`config.mk`:
```
export PLATFORM = sky130hd
export DESIGN_NAME = onehot_encoder_stream
export DESIGN_NICKNAME = d
export VERILOG_FILES = /design/src/rtl/onehot_encoder_stream.sv
export SDC_FILE = /design/constraint.sdc
export NUM_CORES = 1
export LEC_CHECK = 0
export BUFFER_PORTS_ARGS = -buffer_cell sky130_fd_sc_hd__buf_2
export CAP_MARGIN = 40
export CORE_MARGIN = 2
export CORE_UTILIZATION = 53
export CTS_CLUSTER_DIAMETER = 100
export CTS_CLUSTER_SIZE = 25
export DETAILED_ROUTE_END_ITERATION = 10
export PLACE_DENSITY_LB_ADDON = 0.05
export RECOVER_POWER = 100
export SYNTH_ARGS = -nofsm -noshare
export SYNTH_HDL_FRONTEND = slang
export SYNTH_SLANG_ARGS = --single-unit
```
`constraint.sdc`:
```
create_clock -name clk -period 4.8 [get_ports clk]
set_clock_uncertainty 0.15 [all_clocks]
set_input_delay 0.96 -clock clk [delete_from_list [all_inputs] [get_ports clk]]
set_output_delay 0.96 -clock clk [all_outputs]
set_load 0.05 [all_outputs]
```
`src/rtl/onehot_encoder_stream.sv`:
```
`default_nettype none
// ============================================================================
// Module   : onehot_encoder_stream
// Purpose  : Registered N:log2(N) encoder with valid/ready streaming on both
//            sides. MODE selects strict one-hot (0), lowest-bit priority (1)
//            or highest-bit priority (2). Illegal words are counted in a
//            saturating, clearable counter.
// Ports    : clk, rst_n         - clock, asynchronous active-low reset
//            in_valid/in_ready  - input handshake, in_data = request vector
//            out_valid/out_ready- output handshake
//            out_idx            - encoded index
//            out_zero/out_multi - no bit / more than one bit in accepted word
//            err_cnt, clr_cnt   - illegal-word counter and its sync clear
// Revision : 1.0 - initial release
// ============================================================================
module onehot_encoder_stream #(
    parameter int N     = 8,
    parameter int MODE  = 0,
    parameter int CNT_W = 8,
    // Derived from N; not intended to be overridden.
    parameter int W     = $clog2(N)
) (
    input  logic             clk,
    input  logic             rst_n,
    input  logic             in_valid,
    output logic             in_ready,
    input  logic [N-1:0]     in_data,
    output logic             out_valid,
    input  logic             out_ready,
    output logic [W-1:0]     out_idx,
    output logic             out_zero,
    output logic             out_multi,
    output logic [CNT_W-1:0] err_cnt,
    input  logic             clr_cnt
);

    localparam logic [N-1:0]     C_ONE     = {{(N-1){1'b0}}, 1'b1};
    localparam logic [CNT_W-1:0] C_CNT_MAX = '1;

    logic             out_valid_q;
    logic [W-1:0]     out_idx_q;
    logic             out_zero_q;
    logic             out_multi_q;
    logic [CNT_W-1:0] err_cnt_q;
    logic [CNT_W-1:0] err_cnt_d;

    logic             w_in_xfer;
    logic             w_zero;
    logic             w_multi;
    logic             w_illegal;
    logic [W-1:0]     w_idx;

    // The only combinational path from out_ready to an output.
    assign in_ready  = !out_valid_q || out_ready;
    assign w_in_xfer = in_valid && in_ready;

    // Clearing the lowest set bit leaves something only if two or more were set.
    assign w_zero  = ~|in_data;
    assign w_multi = |(in_data & (in_data - C_ONE));

    generate
        if (MODE == 0) begin : g_strict
            logic [W-1:0] w_idx_or;

            // OR of the positions of all set bits; exact when one bit is set,
            // and masked to zero below for illegal words so no X escapes.
            always_comb begin
                w_idx_or = '0;
                for (int i = 0; i < N; i++) begin
                    if (in_data[i]) begin
                        w_idx_or = w_idx_or | W'(i);
                    end
                end
            end

            assign w_illegal = w_zero || w_multi;
            assign w_idx     = w_illegal ? '0 : w_idx_or;
        end else if (MODE == 1) begin : g_lsb_first
            logic [W-1:0] w_idx_lsb;

            // Scan downward so the lowest set bit is written last and wins.
            always_comb begin
                w_idx_lsb = '0;
                for (int i = N - 1; i >= 0; i--) begin
                    if (in_data[i]) begin
                        w_idx_lsb = W'(i);
                    end
                end
            end

            assign w_illegal = w_zero;
            assign w_idx     = w_idx_lsb;
        end else begin : g_msb_first
            logic [W-1:0] w_idx_msb;

            // Scan upward so the highest set bit is written last and wins.
            always_comb begin
                w_idx_msb = '0;
                for (int i = 0; i < N; i++) begin
                    if (in_data[i]) begin
                        w_idx_msb = W'(i);
                    end
                end
            end

            assign w_illegal = w_zero;
            assign w_idx     = w_idx_msb;
        end
    endgenerate

    // Clear beats a coincident increment; increment stops at all-ones.
    always_comb begin
        err_cnt_d = err_cnt_q;
        if (clr_cnt) begin
            err_cnt_d = '0;
        end else if (w_in_xfer && w_illegal && (err_cnt_q != C_CNT_MAX)) begin
            err_cnt_d = err_cnt_q + 1'b1;
        end
    end

    always_ff @(posedge clk or negedge rst_n) begin
        if (!rst_n) begin
            out_valid_q <= 1'b0;
            out_idx_q   <= '0;
            out_zero_q  <= 1'b0;
            out_multi_q <= 1'b0;
            err_cnt_q   <= '0;
        end else begin
            err_cnt_q <= err_cnt_d;
            if (w_in_xfer) begin
                out_valid_q <= 1'b1;
                out_idx_q   <= w_idx;
                out_zero_q  <= w_zero;
                out_multi_q <= w_multi;
            end else if (out_ready) begin
                // Result fields keep their last values once drained.
                out_valid_q <= 1'b0;
            end
        end
    end

    assign out_valid = out_valid_q;
    assign out_idx   = out_idx_q;
    assign out_zero  = out_zero_q;
    assign out_multi = out_multi_q;
    assign err_cnt   = err_cnt_q;

endmodule
`default_nettype wire

```
# [Word level (Yosys, flattened, before mapping)]
# Index checks and enable logic that the tools add are counted.
[classes] add_sub_neg=2 n_eq_ne=1 mux=12 bitwise_logic=1 reduce_logical=11
[op_table] operator="$mux W8" n=2
[op_table] operator="$reduce_or A8 Y1" n=2
[op_table] operator="$mux W3" n=5
[op_table] operator="$add A8 B1 Y8 const B" n=1
[op_table] operator="$and A8 B8 Y8" n=1
[op_table] operator="$ne A8 B8 Y1 const B" n=1
[op_table] operator="$sub A8 B1 Y8 const B" n=1
[op_table] operator="$mux W2" n=2
[op_table] operator="$reduce_bool A2 Y1" n=2
[op_table] operator="$logic_and A1 B1 Y1" n=3
[op_table] operator="$mux W1" n=3
[op_table] operator="$logic_not A1 Y1" n=2
[op_table] operator="$logic_or A1 B1 Y1" n=2
[totals] ff_bits=14 output_inout_bits=15

# [Depth between registers and ports, before layout]
# Gate-level depths: netlist (run 1).
[logic_depth] word_depth=8 ltp_mapped=7 ltp_nobuf=6

# [Least setup slack after synthesis (run 1)]
# No wires, ideal clock.
[synth_timing] path_type="input to register" start="input in_data[2]" end="register err_cnt_q[6] (netlist: err_cnt[6])" arrival_ns=2.723 required_ns=4.522 setup_slack_ns=1.799 stages=7 path_buffers=2 path_cell_list="or4_1 buf_2 and2_4 o31a_1 buf_6 nor4b_4 mux2_1"
[synth_between] elab_chain_len=7
[synth_rtl] element="start: declaration" line="27" rtl="input logic [N-1:0] in_data,"
[synth_rtl] element="$sub A8 B1 Y8" line="59" rtl="assign w_multi = |(in_data & (in_data - C_ONE));"
[synth_rtl] element="$and A8 B8 Y8" line="59"
[synth_rtl] element="$reduce_or A8 Y1" line="59"
[synth_rtl] element="$logic_or A1 B1 Y1 (*)" line="76" rtl="assign w_illegal = w_zero || w_multi;"
[synth_rtl] element="$logic_and A1 B1 Y1 (*) (2 in a row)" line="116" rtl="end else if (w_in_xfer && w_illegal && (err_cnt_q != C_CNT_MAX)) begin"
[synth_rtl] element="$reduce_bool A2 Y1 (no line) (*)"
[synth_rtl] element="end signal: assignment" line="129" rtl="err_cnt_q <= err_cnt_d;"
[synth_rtl] element="end: declaration" line="44" rtl="logic [CNT_W-1:0] err_cnt_q;"
# Mark *: on every way between the ends. The rest lies on a longest branch, timed or not.
# A chain may end at the register's enable or synchronous reset.

# [Worst setup path in the final report (run 1)]
# Ends and elaborated chain as after synthesis.

==> results of run 1 <==
## final timing paths
kind                             from          to  slack, ns  cells after the start
setup reg to reg            out_valid  err_cnt[4]       2.63                      5
hold reg to reg            out_idx[2]  out_idx[2]       0.33                      2
hold / removal             out_idx[2]  out_idx[2]       0.33                      2
setup / recovery           in_data[2]  err_cnt[6]       1.69                      6
max in group asynchronous       rst_n    out_zero       3.47                      1
min in group asynchronous       rst_n  err_cnt[6]       0.57                      1
## layout make-up
type / count / share of cell area (%)
Multi-Input combinational cell: 70 / 47.10
Tap cell: 16 / 2.020
Inverter: 1 / 0.3788
Sequential cell: 14 / 35.35
Timing Repair Buffer: 27 / 11.49
Clock buffer: 4 / 3.662
## worst max-delay path, delay by kind of cell
| family | cells | cell delay, ns |
|---|---|---|
| muxes | 1 | 0.36 |
| AOI/OAI and AO/OA | 1 | 0.39 |
| and+or+nand+nor | 3 | 1.31 |
| buffers and inverters | 1 | 0.10 |
## through the flow
stage	setup slack [ns]	power (uW)	hold slack, ns
2_1_floorplan	1.799	154.5	0.5144
6_report	1.691	247.3	0.3313
3_3_place_gp	1.519	169.2	0.3070
4_1_cts	1.740	254.4	0.3366
3_5_place_dp	1.453	170.2	0.3155
5_1_grt	1.614	259.3	0.3717
## report_power, final
part | internal, uW | switching, uW | leakage [uW]
combinational | 12.2 | 29.0 | 0.000217
sequential | 121 | 2.32 | 0.000186
clock | 46.0 | 37.1 | 0.0000210
total | 179 | 68.5 | 0.000424
## placed cells by master (no fill, tap or decap), types with 3 or more instances in the layout
cell type,instances
a211oi_1,3
buf_2,10
clkbuf_1,17
clkbuf_4,3
dfrtp_1,14
mux2_1,5
nand2_1,6
nand2b_1,6
nand3_1,3
nor2_1,10
nor2b_1,6
nor4b_1,4
o21ai_0,4
## cell families (layout without fill, tap and decap cells)
group	after synthesis	count (layout)	share of synthesized area (%)
fa+ha+maj	2	2	2.493
buf+inv	5	32	3.046
compound gates	15	15	11.77
simple gates	46	46	34.91
flops	14	14	38.78
mux	7	7	9.002
## per-layer routing
layer | wire length, um | GRT usage (%)
met3 | 62 | 3.600
met1 | 852 | 23.38
met5 | 0 | 0
met4 | 10 | 1.765
met2 | 758 | 31.14
## flip-flops by register name, summed over array words and instances (netlist names)
name,count
err_cnt,8
out_multi,1
out_zero,1
out_idx,3
out_valid,1
==> results.md, run 1 <==
- Largest net degree at the start of global routing: 16
- Number of setup buffers added after CTS: 0
- Fin util: 63.56%
- Hold buffers post-CTS: 0
- Max IR drop VDD: 214.3 uV
- Layout cells sized above 1: 15.52%
- Clock latency at the later pin of the worst-skew pair: 0.27 ns
- Fillers: approximately 160
- Seq/Total Area, Yosys: 38.78%
- Fmax: 321.7 MHz
- GRT overflow: 0
- Gr usage total: 17.81%
- # rows: 14
- Dpl cell area: 1035 um^2
- Reg area: approximately 350 um^2
- Synth unique cells: 40
- Count leader, synth: dfrtp_1
- Largest cells by area after synthesis: dfrtp_1 39%, mux2_1 5.0%, nand2b_1 4.2%
- IO Count: 28
- Full die area: 2051 um^2
- H-tree level count: 1
- Finished Layout Cells: 132
- Synth top cells by count: 14 x dfrtp_1, 10 x nor2_1, 6 x nand2_1, 6 x nand2b_1, 6 x nor2b_1
- Initial antenna violation count: 0
- Slowest stage delay, CP: 0.63 ns
- LEAKAGE: 0.0004243 uW
- Worst path arrival time: 3.12 ns
- DR iter-0 viols: 9
- Critical path class: in -> reg
- Vias in the first global route: 643
- Antenna violation net count after detailed routing: 0
- Cts repair resizes: 0
- Post-synthesis cell count: 89
- Post-route design area: 991.0 um^2
- YS warnings: 0
- TritonCTS clock tree: built
- Area grow syn2layout: 9.695%
- RePlAce Congestion: a little under 0.8
- Min-delay worst type: reg -> reg
- # diodes: 0
- CTS sink count: 14
- Post-synth top area cell: dfrtp_1
- Worst setup EP type: flop
- Setup violators final: 0
- Critical Path Fanout Max: 10
- Hold Vio Cnt, Final: 0
- Period utilization: between 60% and 70%
- DR pass1 iterations: 4
- Mapped Nets: 103
- Nets: 131
- Clock root buffer: clkbuf_4
- Via count: ~750
- Rel. slew slack: 50.61%
- Post-DP HPWL: 1327 um
- Routed wire length: ~1700 um
- Post-synthesis async set-or-reset flop share: 100.0%
- First-pass GRT wire length: 2677 um
- Vias per cell: about 5.7
- Yosys reg bits: 14
- Type of origin of the critical path: input port
- Synthesized area per cell: 10.15 um^2
- Die Ht: 45.29 um
- Crit path max-delay cell type: or4_1
- DRC viols: 0
- Predominant post-synthesis flop cell: dfrtp_1
- # port buffers: 27
- Bufs on Longest Clock Path: 2
- Clock-pin slew on the worst setup and hold paths: ~0.09 ns
- Cells after DPL: 128
- Core area: 1559 um^2
- Unrepaired setup endpoints after global routing: false
- CTS Buf Count: 3
- Routed length per placed instance: 12.76 um
- Top cell type's share of synthesized area: roughly two fifths
- Clock period minus worst slack: 3.109 ns
- Max Slew Vio Count: 0
- Initial Utilization: 57.95%
- Status: completed
- Maxcap violations: 0
- Multi-input logic area: 466.7 um^2
- CP cell instances: clkbuf_1 > or4_1 > and2_2 > o31a_1 > nor4b_1 > mux2_1
- Pwr dens: 249.6 nW/um^2
- Setup_tns: 0 ns
- Slew @ Worst Pin: 0.7408 ns
- Width of the die: approximately 45 um
- Critical Path RT: 4.81 ns
- Area of the mapped netlist: 903.4 um^2
- Post-synth EDFFs: 0
No activity file was read; power rests on OpenSTA's default activity.
==> inputs of run 2 (changes only) <==
--- a/config.mk
+++ b/config.mk
@@ -5,10 +5,11 @@
 export SDC_FILE = /design/constraint.sdc
 export NUM_CORES = 1
 export LEC_CHECK = 0
+export ABC_AREA = 1
 export BUFFER_PORTS_ARGS = -buffer_cell sky130_fd_sc_hd__buf_2
 export CAP_MARGIN = 40
 export CORE_MARGIN = 2
-export CORE_UTILIZATION = 53
+export CORE_UTILIZATION = 45
 export CTS_CLUSTER_DIAMETER = 100
 export CTS_CLUSTER_SIZE = 25
 export DETAILED_ROUTE_END_ITERATION = 10
==> constraint.sdc (replaced) <==
create_clock -name clk -period 2.8 [get_ports clk]
set_clock_uncertainty 0.15 [all_clocks]
set_input_delay 0.56 -clock clk [delete_from_list [all_inputs] [get_ports clk]]
set_output_delay 0.56 -clock clk [all_outputs]
set_load 0.05 [all_outputs]
==> run 2 against run 1 <==
Synthesized area grew 2.4%. Setup slack lost 0.93 ns. Design area grew 6.2%. Critical path depth grew 4. Critical path type unchanged. Critical endpoint is now err_cnt[5].
==> results.md, run 2 <==
- Status: completed
- Clock latency at the later pin of the worst-skew pair: 0.27 ns
- Post-synthesis cell count: 125
- Area grow syn2layout: 13.80%
- CP cell instances: buf_2 > nor2_1 > nand3_1 > nand2_1 > nand2_2 > nor2_1 > nand2_1 > nand2_1 > nand3_1 > nand2_1
- Yosys reg bits: 14
- CTS Buf Count: 3
- Most frequent cells in the layout: 39 x nand2_1, 18 x inv_1, 16 x clkbuf_1
- Width of the die: 49.33 um
- Number of flip-flops in the largest register: 8
- Core area: 1942 um^2
- Max Slew Vio Count: 0
- Slowest stage delay, CP: 0.30 ns
- Unrepaired setup endpoints after global routing: false
- First-pass GRT wire length: about 3400 um
- Synthesized area per cell: ~7.4 um^2
- Mapped Nets: 139
- Crit path launch: in_data[2]
- Seq/Total Area, Yosys: 37.89%
- Via count: between 800 and 900
- Top cell by count, worst path: nand2_1
- Die Ht: slightly below 50 um
- Full die area: 2433 um^2
- Clock-pin slew on the worst setup and hold paths: 0.09 ns
- Synth top cells by count: 37 x nand2_1, 17 x inv_1, 14 x dfrtp_1
- Initial Utilization: 47.62%
- Worst path arrival time: between 2 and 2.5 ns
- Rel. slew slack: 51.21%
- Post-synth top area cell: dfrtp_1
- Critical Path Fanout Max: 11
- Layout cells sized above 1: 17.11%
- Total power draw: 412.5 uW
- GRT overflow: 0
- Post-synthesis async set-or-reset flop share: 100.0%
- YS warnings: 0
- # diodes: 0
- Vias per cell: 4.754
- Largest cells by area after synthesis: dfrtp_1 38%, nand2_1 15%, nand3_1 7.0%
- Slew @ Worst Pin: 0.7318 ns
- Gr usage total: 17.96%
- Routed wire length: 1882 um
- DR iter-0 viols: 24
- Bufs on Longest Clock Path: 2
- Dpl cell area: 1074 um^2
- Routed length per placed instance: 10.51 um
- Number of setup buffers added after CTS: 0
- Max IR drop VDD: 247.1 uV
- LEAKAGE: 0.0005790 uW
- # rows: 16
- H-tree level count: 1
- Pwr dens: 392.0 nW/um^2
- Top cell type's share of synthesized area: 37.89%
- Crit path max-delay cell type: nand2_1
- TritonCTS clock tree: built
- Vias in the first global route: around 800
- RePlAce Congestion: 0.8676
- Min-delay worst type: in -> async
- Antenna violation net count after detailed routing: 0
- DRC viols: 0
- IO Count: 28
- Area of the mapped netlist: just over 900 um^2
- Count leader, synth: nand2_1
- # port buffers: 27
- Post-route design area: 1052 um^2
- Critical Path RT: 2.86 ns
- Top delay family on crit path: simple AND/OR/NAND/NOR gates
- Setup violators final: 0
- Post-DP HPWL: 1457 um
- Setup_tns: 0 ns
- RR Startpoint: err_cnt[0]
- Worst setup EP type: flop
- Clock period minus worst slack: 2.036 ns
- Cts repair resizes: 0
- Hold buffers post-CTS: 0
- Critical path class: in -> reg
- Hold Vio Cnt, Final: 0
- DR pass1 iterations: 4
- Largest net degree at the start of global routing: 17
- CTS sink count: 14
- Fmax: ~500 MHz
- Nets: 168
- Commonest non-fill, non-tap cell in the layout: nand2_1
- Number of buffers and inverters on the critical path: 1
- Initial antenna violation count: 0
- Predominant post-synthesis flop cell: dfrtp_1
- Maxcap violations: 0
- Type of origin of the critical path: input port
- Clock root buffer: clkbuf_4
- Period utilization: about 73%
- Synth unique cells: 24
- Post-synth EDFFs: 0
-- run 2: layer usage --
metal | wire (um) | global-route usage (%) | part of all wire, %
met1 | 1001 | 27.31 | 53
met2 | 790 | 26.58 | 42
met3 | 89 | 2.761 | 4.7
met4 | 0 | 4.286 | 0
met5 | 0 | 0 | 0
-- run 2: report_power, final --
part           internal (uW)  switching [uW]  total, uW
sequential               208            4.97        213
combinational           21.2            66.6       87.8
clock                   49.7            61.7        111
-- run 2: worst reg2reg max path, stage by stage, from the launching register on --
cell     delay [ns]
dfrtp_1        0.43
ha_1           0.26
nand3_1        0.14
nor2_2         0.07
a31oi_4        0.26
nand2_1        0.24
nand3_1        0.13
nand2_1        0.07
-- run 2: cells by family after synthesis --
logic type | share of synthesized area (%)
and+or+nand+nor | 38.02
buffers and inverters | 10.69
DFF | 37.89
xor gates and xnor gates | 1.895
AOI/OAI and AO/OA | 10.15
adders and majority gates | 1.353
-- run 2: per-stage QoR --
| step | util [%] | worst slack (ns) | hold WS, ns | cells |
|---|---|---|---|---|
| 2_1_floorplan | - | 0.7988 | 0.1144 | 125 |
| 3_3_place_gp | 55.28 | 0.8748 | 0.3168 | 176 |
| 3_5_place_dp | 55.28 | 0.8342 | 0.3256 | 176 |
| 4_1_cts | 56.44 | 1.036 | 0.02822 | 179 |
| 5_1_grt | 54.19 | 0.4806 | 0.2437 | 179 |
| 6_report | 54.19 | 0.7639 | 0.1611 | 179 |
-- run 2: final cells by class --
type	count	area (um^2)
clock buffer	3	22.52
fill	222	889.6
inverter	21	78.83
multi-input combinational	87	451.7
sequential	14	350.3
tap	27	33.78
timing repair buffer	27	115.1
-- run 2: path summary, 6_finish.rpt --
kind                       slack, ns          to  cells past startpoint
setup / recovery                0.76  err_cnt[5]                     10
hold / removal                  0.16  err_cnt[0]                      1
setup reg to reg                0.95  err_cnt[5]                      7
hold reg to reg                 0.35  out_idx[1]                      2
max in group asynchronous       1.87  out_idx[0]                      1
min in group clk                0.35  out_idx[1]                      2
